===== src/rtl/pipe3_acc.sv =====
// Three-stage fetch/decode/execute pipeline driving a WIDTH-bit accumulator.
// Valid bits travel with each instruction. Stall freezes IF/ID and bubbles EX; flush kills IF/ID.
module pipe3_acc #(
    parameter int WIDTH = 8,
    parameter int RET_W = 16
) (
    input  logic             clk,
    input  logic             rst_n,
    input  logic [WIDTH-1:0] next,
    input  logic             next_valid,
    input  logic             stall,
    input  logic             flush,
    output logic [WIDTH-1:0] ir,
    output logic             ir_valid,
    output logic             id,
    output logic [1:0]       id_op,
    output logic [WIDTH-1:0] iex,
    output logic             zero,
    output logic [RET_W-1:0] retired
);

    localparam int IMM_W = WIDTH - 2;

    localparam logic [1:0] OP_NOP  = 2'b00;
    localparam logic [1:0] OP_LOAD = 2'b01;
    localparam logic [1:0] OP_ADD  = 2'b10;
    localparam logic [1:0] OP_SUB  = 2'b11;

    // Accumulator update for one executed instruction; carry/borrow are dropped.
    function automatic logic [WIDTH-1:0] alu(
        input logic [1:0]       op,
        input logic [WIDTH-1:0] acc,
        input logic [IMM_W-1:0] imm
    );
        logic [WIDTH-1:0] ext;
        ext = {2'b00, imm};
        case (op)
            OP_LOAD: alu = ext;
            OP_ADD:  alu = acc + ext;
            OP_SUB:  alu = acc - ext;
            OP_NOP:  alu = acc;
            default: alu = acc;
        endcase
    endfunction

    logic [WIDTH-1:0] ir_r,       ir_s;
    logic             ir_valid_r, ir_valid_s;
    logic [1:0]       id_op_r,    id_op_s;
    logic [IMM_W-1:0] id_imm_r,   id_imm_s;
    logic             id_valid_r, id_valid_s;
    logic             id_r,       id_s;
    logic [WIDTH-1:0] iex_r,      iex_s;
    logic             zero_r,     zero_s;
    logic [RET_W-1:0] retired_r,  retired_s;

    // Next-state for all three stages; flush outranks stall.
    always_comb begin
        ir_s       = ir_r;
        ir_valid_s = ir_valid_r;
        id_op_s    = id_op_r;
        id_imm_s   = id_imm_r;
        id_valid_s = id_valid_r;
        id_s       = id_r;
        iex_s      = iex_r;
        zero_s     = zero_r;
        retired_s  = retired_r;

        if (flush) begin
            // Data bits are left alone; only the valid bits are cleared.
            ir_valid_s = 1'b0;
            id_valid_s = 1'b0;
            id_s       = 1'b0;
        end else if (stall) begin
            ir_valid_s = ir_valid_r;
            id_valid_s = id_valid_r;
        end else begin
            ir_s       = next;
            ir_valid_s = next_valid;
            id_op_s    = ir_r[WIDTH-1 -: 2];
            id_imm_s   = ir_r[IMM_W-1:0];
            id_valid_s = ir_valid_r;
            id_s       = ir_valid_r && (ir_r[WIDTH-1 -: 2] != OP_NOP);

            if (id_valid_r) begin
                iex_s  = alu(id_op_r, iex_r, id_imm_r);
                zero_s = (iex_s == {WIDTH{1'b0}});
                if (id_op_r != OP_NOP) begin
                    retired_s = retired_r + {{(RET_W-1){1'b0}}, 1'b1};
                end else begin
                    retired_s = retired_r;
                end
            end else begin
                iex_s  = iex_r;
                zero_s = zero_r;
            end
        end
    end

    // Stage registers with asynchronous reset.
    always_ff @(posedge clk or negedge rst_n) begin
        if (!rst_n) begin
            ir_r       <= {WIDTH{1'b0}};
            ir_valid_r <= 1'b0;
            id_op_r    <= OP_NOP;
            id_imm_r   <= {IMM_W{1'b0}};
            id_valid_r <= 1'b0;
            id_r       <= 1'b0;
            iex_r      <= {WIDTH{1'b0}};
            zero_r     <= 1'b1;
            retired_r  <= {RET_W{1'b0}};
        end else begin
            ir_r       <= ir_s;
            ir_valid_r <= ir_valid_s;
            id_op_r    <= id_op_s;
            id_imm_r   <= id_imm_s;
            id_valid_r <= id_valid_s;
            id_r       <= id_s;
            iex_r      <= iex_s;
            zero_r     <= zero_s;
            retired_r  <= retired_s;
        end
    end

    assign ir       = ir_r;
    assign ir_valid = ir_valid_r;
    assign id       = id_r;
    assign id_op    = id_op_r;
    assign iex      = iex_r;
    assign zero     = zero_r;
    assign retired  = retired_r;

endmodule


===== config.mk =====
export PLATFORM = sky130hd
export DESIGN_NAME = pipe3_acc
export DESIGN_NICKNAME = d
export VERILOG_FILES = /design/src/rtl/pipe3_acc.sv
export SDC_FILE = /design/constraint.sdc
export NUM_CORES = 1
export LEC_CHECK = 0
export ABC_CLOCK_PERIOD_IN_PS = 2910
export CORE_ASPECT_RATIO = 0.6
export CORE_MARGIN = 1.5
export CORE_UTILIZATION = 51
export CTS_BUF_LIST = sky130_fd_sc_hd__clkbuf_8 sky130_fd_sc_hd__clkbuf_16
export DETAILED_ROUTE_END_ITERATION = 7
export PLACE_DENSITY = 0.8
export SLEW_MARGIN = 20
export SYNTH_ARGS = -nofsm -noshare
export SYNTH_HDL_FRONTEND = slang
export SYNTH_SLANG_ARGS = --single-unit

===== constraint.sdc =====
create_clock -name clk -period 2.91 [get_ports clk]
set_input_delay 0.4365 -clock clk [delete_from_list [all_inputs] [get_ports clk]]
set_output_delay 0.4365 -clock clk [all_outputs]
set_load 0.01 [all_outputs]

# Word-level counts from Yosys, hierarchy flattened

Cells that the tools add are included.

Bitwise logic cells: 2
Shifts and indexed selects: 0
Reductions and logical operators: 8
$lt $le $gt $ge: 0
$add $sub $neg: 3
Equality and inequality tests: 4
$mul: 0
Divide/modulo/power cells: 0
Multiplexer cells: 10

Operators by type and width:

| cell                                                                   | number |
|---|---|
| 8-bit case mux with 4 select lines                                     | 1 |
| 8-bit 2-to-1 mux                                                       | 3 |
| 16-bit by 1-bit adder with 16-bit output (second input constant)       | 1 |
| 8-bit by 6-bit adder with 8-bit output                                 | 1 |
| 8-bit zero test                                                        | 1 |
| 8-bit by 6-bit subtractor with 8-bit output                            | 1 |
| 1-bit 2-to-1 mux                                                       | 6 |
| 2-bit equality test (second input constant)                            | 2 |
| 4-bit AND reduction                                                    | 1 |
| 2-bit nonzero test                                                     | 2 |
| 3-bit AND reduction                                                    | 1 |
| 2-bit by 1-bit equality test with 1-bit output (second input constant) | 1 |
| 2-bit zero test                                                        | 1 |
| 2-bit by 1-bit != test with 1-bit output (second input constant)       | 1 |
| 1-bit inverter                                                         | 2 |
| 2-bit AND reduction                                                    | 1 |
| 1-bit logical AND                                                      | 1 |

Register bits: 44
Memories kept: 0
Bits in latches: 0
Bits of input ports: 13
RAM bits: 0
Bits in read-only memories: 0

# Longest topological paths before layout

Depth in word-level cells: 6
Gate-level depth with buffers: 12

# Worst setup path after synthesis

OpenSTA, ideal clock, no wires.

Path type: register to register
From: register id_op_r[1] (netlist: id_op[1])
To: register zero_r (netlist: zero)
Library setup time: 0.080 ns
Arrival time: 2.520 ns
Path slack: 0.310 ns
Period minus slack after synthesis: 2.600 ns
Data required time: 2.830 ns
Cell stages (with the launch flop): 12
Cells stage by stage: dfrtp_1 buf_4 buf_2 nand2_1 o21ai_0 xor2_1 ha_1 or4_1 o22ai_2 xnor2_1 o21ai_1 a32o_1

Longest elaborated chain between the ends: 6
Elaborated cells between the ends (all ways): 9
Classes of those cells: eq/ne: 3; mux: 4; reduce/logical: 2

RTL lines:

| what                                              | line | text |
|---|---|---|
| from (decl)                                       | 48   | `logic [1:0] id_op_r, id_op_s;` |
| from (signal assigned)                            | 114  | `id_op_r <= id_op_s;` |
| 2-bit equality test, or another cell as far along | 37   | `case (op)` |
| 8-bit case mux with 4 select lines (*)            | 37   |  |
| 8-bit 2-to-1 mux (*)                              | 84   | `if (id_valid_r) begin` |
| 8-bit 2-to-1 mux (*)                              | 73   | `end else if (stall) begin` |
| 8-bit 2-to-1 mux (*)                              | 68   | `if (flush) begin` |
| 8-bit zero test (*)                               | 86   | `zero_s = (iex_s == {WIDTH{1'b0}});` |
| to (signal assigned)                              | 119  | `zero_r <= zero_s;` |
| to (decl)                                         | 53   | `logic zero_r, zero_s;` |

Every way passes the cells marked *; elsewhere a longest branch is shown, timed or not. The select of a mux whose other input is x is not followed.
A chain may end at the register's enable or synchronous reset.

# Worst setup path after layout

From: register id_imm_r[0]
To: register zero_r (netlist: zero)

Longest elaborated chain between the ends: 6
Elaborated cells between the ends (all ways): 7
Classes of those cells: add/sub: 2; mux: 4; reduce/logical: 1

RTL lines:

| what                                                                                                         | line   | text |
|---|---|---|
| from (decl)                                                                                                  | 49     | `logic [IMM_W-1:0] id_imm_r, id_imm_s;` |
| from (signal assigned)                                                                                       | 105    | `id_imm_r <= {IMM_W{1'b0}};` |
| from (signal assigned)                                                                                       | 115    | `id_imm_r <= id_imm_s;` |
| 8-bit by 6-bit subtractor with 8-bit output / 8-bit by 6-bit adder with 8-bit output (equally long branches) | 40, 39 |  |
| 8-bit case mux with 4 select lines (*)                                                                       | 37     |  |
| 8-bit 2-to-1 mux (*)                                                                                         | 84     |  |
| 8-bit 2-to-1 mux (*)                                                                                         | 73     |  |
| 8-bit 2-to-1 mux (*)                                                                                         | 68     |  |
| 8-bit zero test (*)                                                                                          | 86     |  |

Marks and branches as above.

==> flow_summary.json <==
{
  "p_seq_frac": 0.390,
  "port_buffers": 49,
  "cp-end-kind": "flip-flop",
  "p_int_mw": 1.329,
  "synthTopCellsByArea": "dfrtp_1 46%, mux2_2 6.7%, xnor2_1 6.0%",
  "final_core_util": 0.6993,
  "clkTransAtPathRegs_ns": 0.08,
  "power_frac_clock": 0.168,
  "holdBufCountCts": 0,
  "fin_total_pwr_mw": 2.132,
  "holdCritPathClass": "input pin to async pin",
  "initialDrtViolationCount": 133,
  "synthesis.area_sq_um": 2350,
  "multi_input_area_sq_um": 1176,
  "synth_top_area_frac": 0.4579,
  "core-area_sq_um": 4257,
  "final_area_sq_um": 2977,
  "dieArea_sq_um": 5037,
  "regArea_sq_um": 1102,
  "ant_nets": 0,
  "die_w_microns": 90.63,
  "path_max_fanout": 5,
  "wl_per_cell_microns": 15.39,
  "drc_errors": 0,
  "grt_use_total": 0.2269,
  "finClkSkew_ns": 0.005379,
  "ios": 50,
  "cts_setup_buffers": 0,
  "first_global_vias": 1751,
  "cts_buffers": 5,
  "comb_power_share": 0.443,
  "drt-total-wl_microns": 5155,
  "syn_inst": 222,
  "clock-root-buffer": "clkbuf_8",
  "syn2layout_area_growth_pct": 26.68,
  "clk_latency_ns": 0.30,
  "powerDensity_nw_per_um2": 716.1,
  "antenna_found_initial": 0,
  "h-tree-depth": 2,
  "viasPerCell": 5.343,
  "clockBufferDepth": 2,
  "fmax_ghz": 0.3759,
  "synth_top_area_cell": "dfrtp_1",
  "p_leak_nw": 1.327,
  "syn_nets": 245,
  "cts_tree": "built",
  "postPlaceCellArea_sq_um": 2899,
  "post-dp-hpwl_microns": 3797,
  "yosysWarnings": 0,
  "worst-slew-pin-transition_ns": 0.9629,
  "critical_path_class": "flip-flop to flip-flop",
  "synth_cell_type_count": 42,
  "initial_core_util": 0.5520,
  "grt_pass1_wl_microns": 8859,
  "die_y_microns": 55.58,
  "fin_nets": 298,
  "whs_ns": 0.2866,
  "power.switching_mw": 0.8023,
  "mostFrequentLayoutCell": "clkdlybuf4s50_1",
  "start_kind": "flip-flop",
  "crit_required_ns": 3.14,
  "drv_slew": 0,
  "relSlewSlack": 0.3581,
  "setup_tns_ns": 0,
  "most-common-layout-cells": "48 x clkdlybuf4s50_1, 43 x dfrtp_1, 21 x nand2_1",
  "avgSynthCellArea_sq_um": 10.58,
  "setup_viol": 0,
  "synth_seq_cells": 44,
  "clock-sinks": 44,
  "dr.pass1.iters": 4,
  "hold_violations": 0,
  "cp.arrival_ns": 2.89,
  "antennaDiodeCount": 0,
  "num_rows": 18,
  "overflow": 0,
  "drive_above_1_share": 0.1164,
  "ir_drop_uv": 422.9,
  "dr_total_vias": 1790,
  "swShare": 0.3764,
  "fillers": 320,
  "grt_max_degree": 45,
  "maxCapViolCount": 0,
  "gp_congestion": 0.9464,
  "period_share": 0.9142,
  "outcome": "complete, no violations",
  "cts_resized": 0,
  "period_needed_ns": 2.660,
  "ys_seq_area_frac": 0.4691,
  "rsz0062_at_grt": "no"
}
-- flip-flops by register name, indices dropped and copies added (netlist names) --
register	flops
ir	8
id_valid_r	1
ir_valid	1
zero	1
id	1
id_imm_r	6
id_op	2
retired	16
iex	8
-- path summary, 6_finish.rpt --
| kind | slack [ns] | endpoint | start | depth (start not counted) |
|---|---|---|---|---|
| min | 0.29 | iex[5] | rst_n | 1 |
| max | 0.25 | zero | id_imm_r[0] | 11 |
| min reg2reg | 0.48 | retired[15] | retired[15] | 1 |
| max in group asynchronous | 2.02 | iex[4] | rst_n | 1 |
| min in group clk | 0.48 | retired[15] | retired[15] | 1 |
| max reg2reg | 0.25 | zero | id_imm_r[0] | 11 |
-- layout make-up --
type | instances | share of cell area
Clock inverter | 2 | 0.002942
Tap cell | 60 | 0.02522
Sequential cell | 44 | 0.3703
Inverter | 6 | 0.007566
Multi-Input combinational cell | 164 | 0.3951
Timing Repair Buffer | 54 | 0.1757
Clock buffer | 5 | 0.02312
-- metal layers --
layer  vias up  GRT usage  wire length (microns)
met5         -          0                      0
li1        889          -                      -
met2        57     0.3083                   2094
met1       842     0.3500                   2667
met3         2    0.06831                    358
met4         0    0.05442                     34
-- cell usage after synthesis (all sizes together) --
| cell | instances |
|---|---|
| inv | 6 |
| and2 | 1 |
| a32o | 3 |
| nand3 | 6 |
| buf | 7 |
| ha | 9 |
| dfstp | 1 |
| nor2 | 20 |
| nor3 | 5 |
| mux2 | 14 |
| or4 | 1 |
| nand4 | 2 |
| xnor2 | 16 |
| clkbuf | 1 |
| o21a | 1 |
| o211ai | 1 |
| o21bai | 1 |
| a21oi | 11 |
| o41ai | 1 |
| o21ai | 16 |
| dfrtp | 43 |
| or3 | 1 |
| xor2 | 8 |
| fa | 1 |
| a21o | 1 |
| nand2b | 3 |
| and4 | 1 |
| nor4 | 2 |
| mux2i | 8 |
| a211o | 1 |
| nand2 | 21 |
| nand4b | 1 |
| a31oi | 3 |
| o22ai | 1 |
| and3 | 3 |
| a311oi | 1 |
-- cell families (layout without fill, tap and decap cells) --
family	Yosys count	count (layout)	share of synthesized area
muxes	22	22	0.1012
xor gates and xnor gates	24	24	0.08946
buffers and inverters	14	67	0.03035
and+or+nand+nor	67	67	0.1411
DFF	44	44	0.4691
adders and majority gates	10	10	0.05644
AOI/OAI and AO/OA	41	41	0.1124
-- critical path, stage by stage (launching register included) --
cell	delay, ns
dfrtp_1	0.40
inv_1	0.14
ha_1	0.20
nand2b_1	0.08
o21ai_0	0.20
xor2_1	0.10
ha_1	0.25
or4_1	0.55
o22ai_2	0.14
xnor2_1	0.16
o21ai_1	0.11
a32o_1	0.27
-- power by group through the flow --
| stage | combinational [mW] | sequential (mW) | clock (mW) |
|---|---|---|---|
| 6_report | 0.944 | 0.830 | 0.358 |
| 5_1_grt | 1.05 | 0.851 | 0.386 |
| 4_1_cts | 0.933 | 0.830 | 0.363 |
| 3_5_place_dp | 0.922 | 0.838 | 0 |
| 3_3_place_gp | 0.918 | 0.838 | 0 |
| 2_1_floorplan | 0.600 | 0.839 | 0 |
-- through the flow --
step	std cells	setup slack, ns
after CTS	335	0.2654
after floorplan	222	0.3099
after global placement	328	0.3214
after global routing	335	0.07861
after detailed placement	328	0.2797
final	335	0.2497
Note: power is estimated with default switching activity, not from simulation.
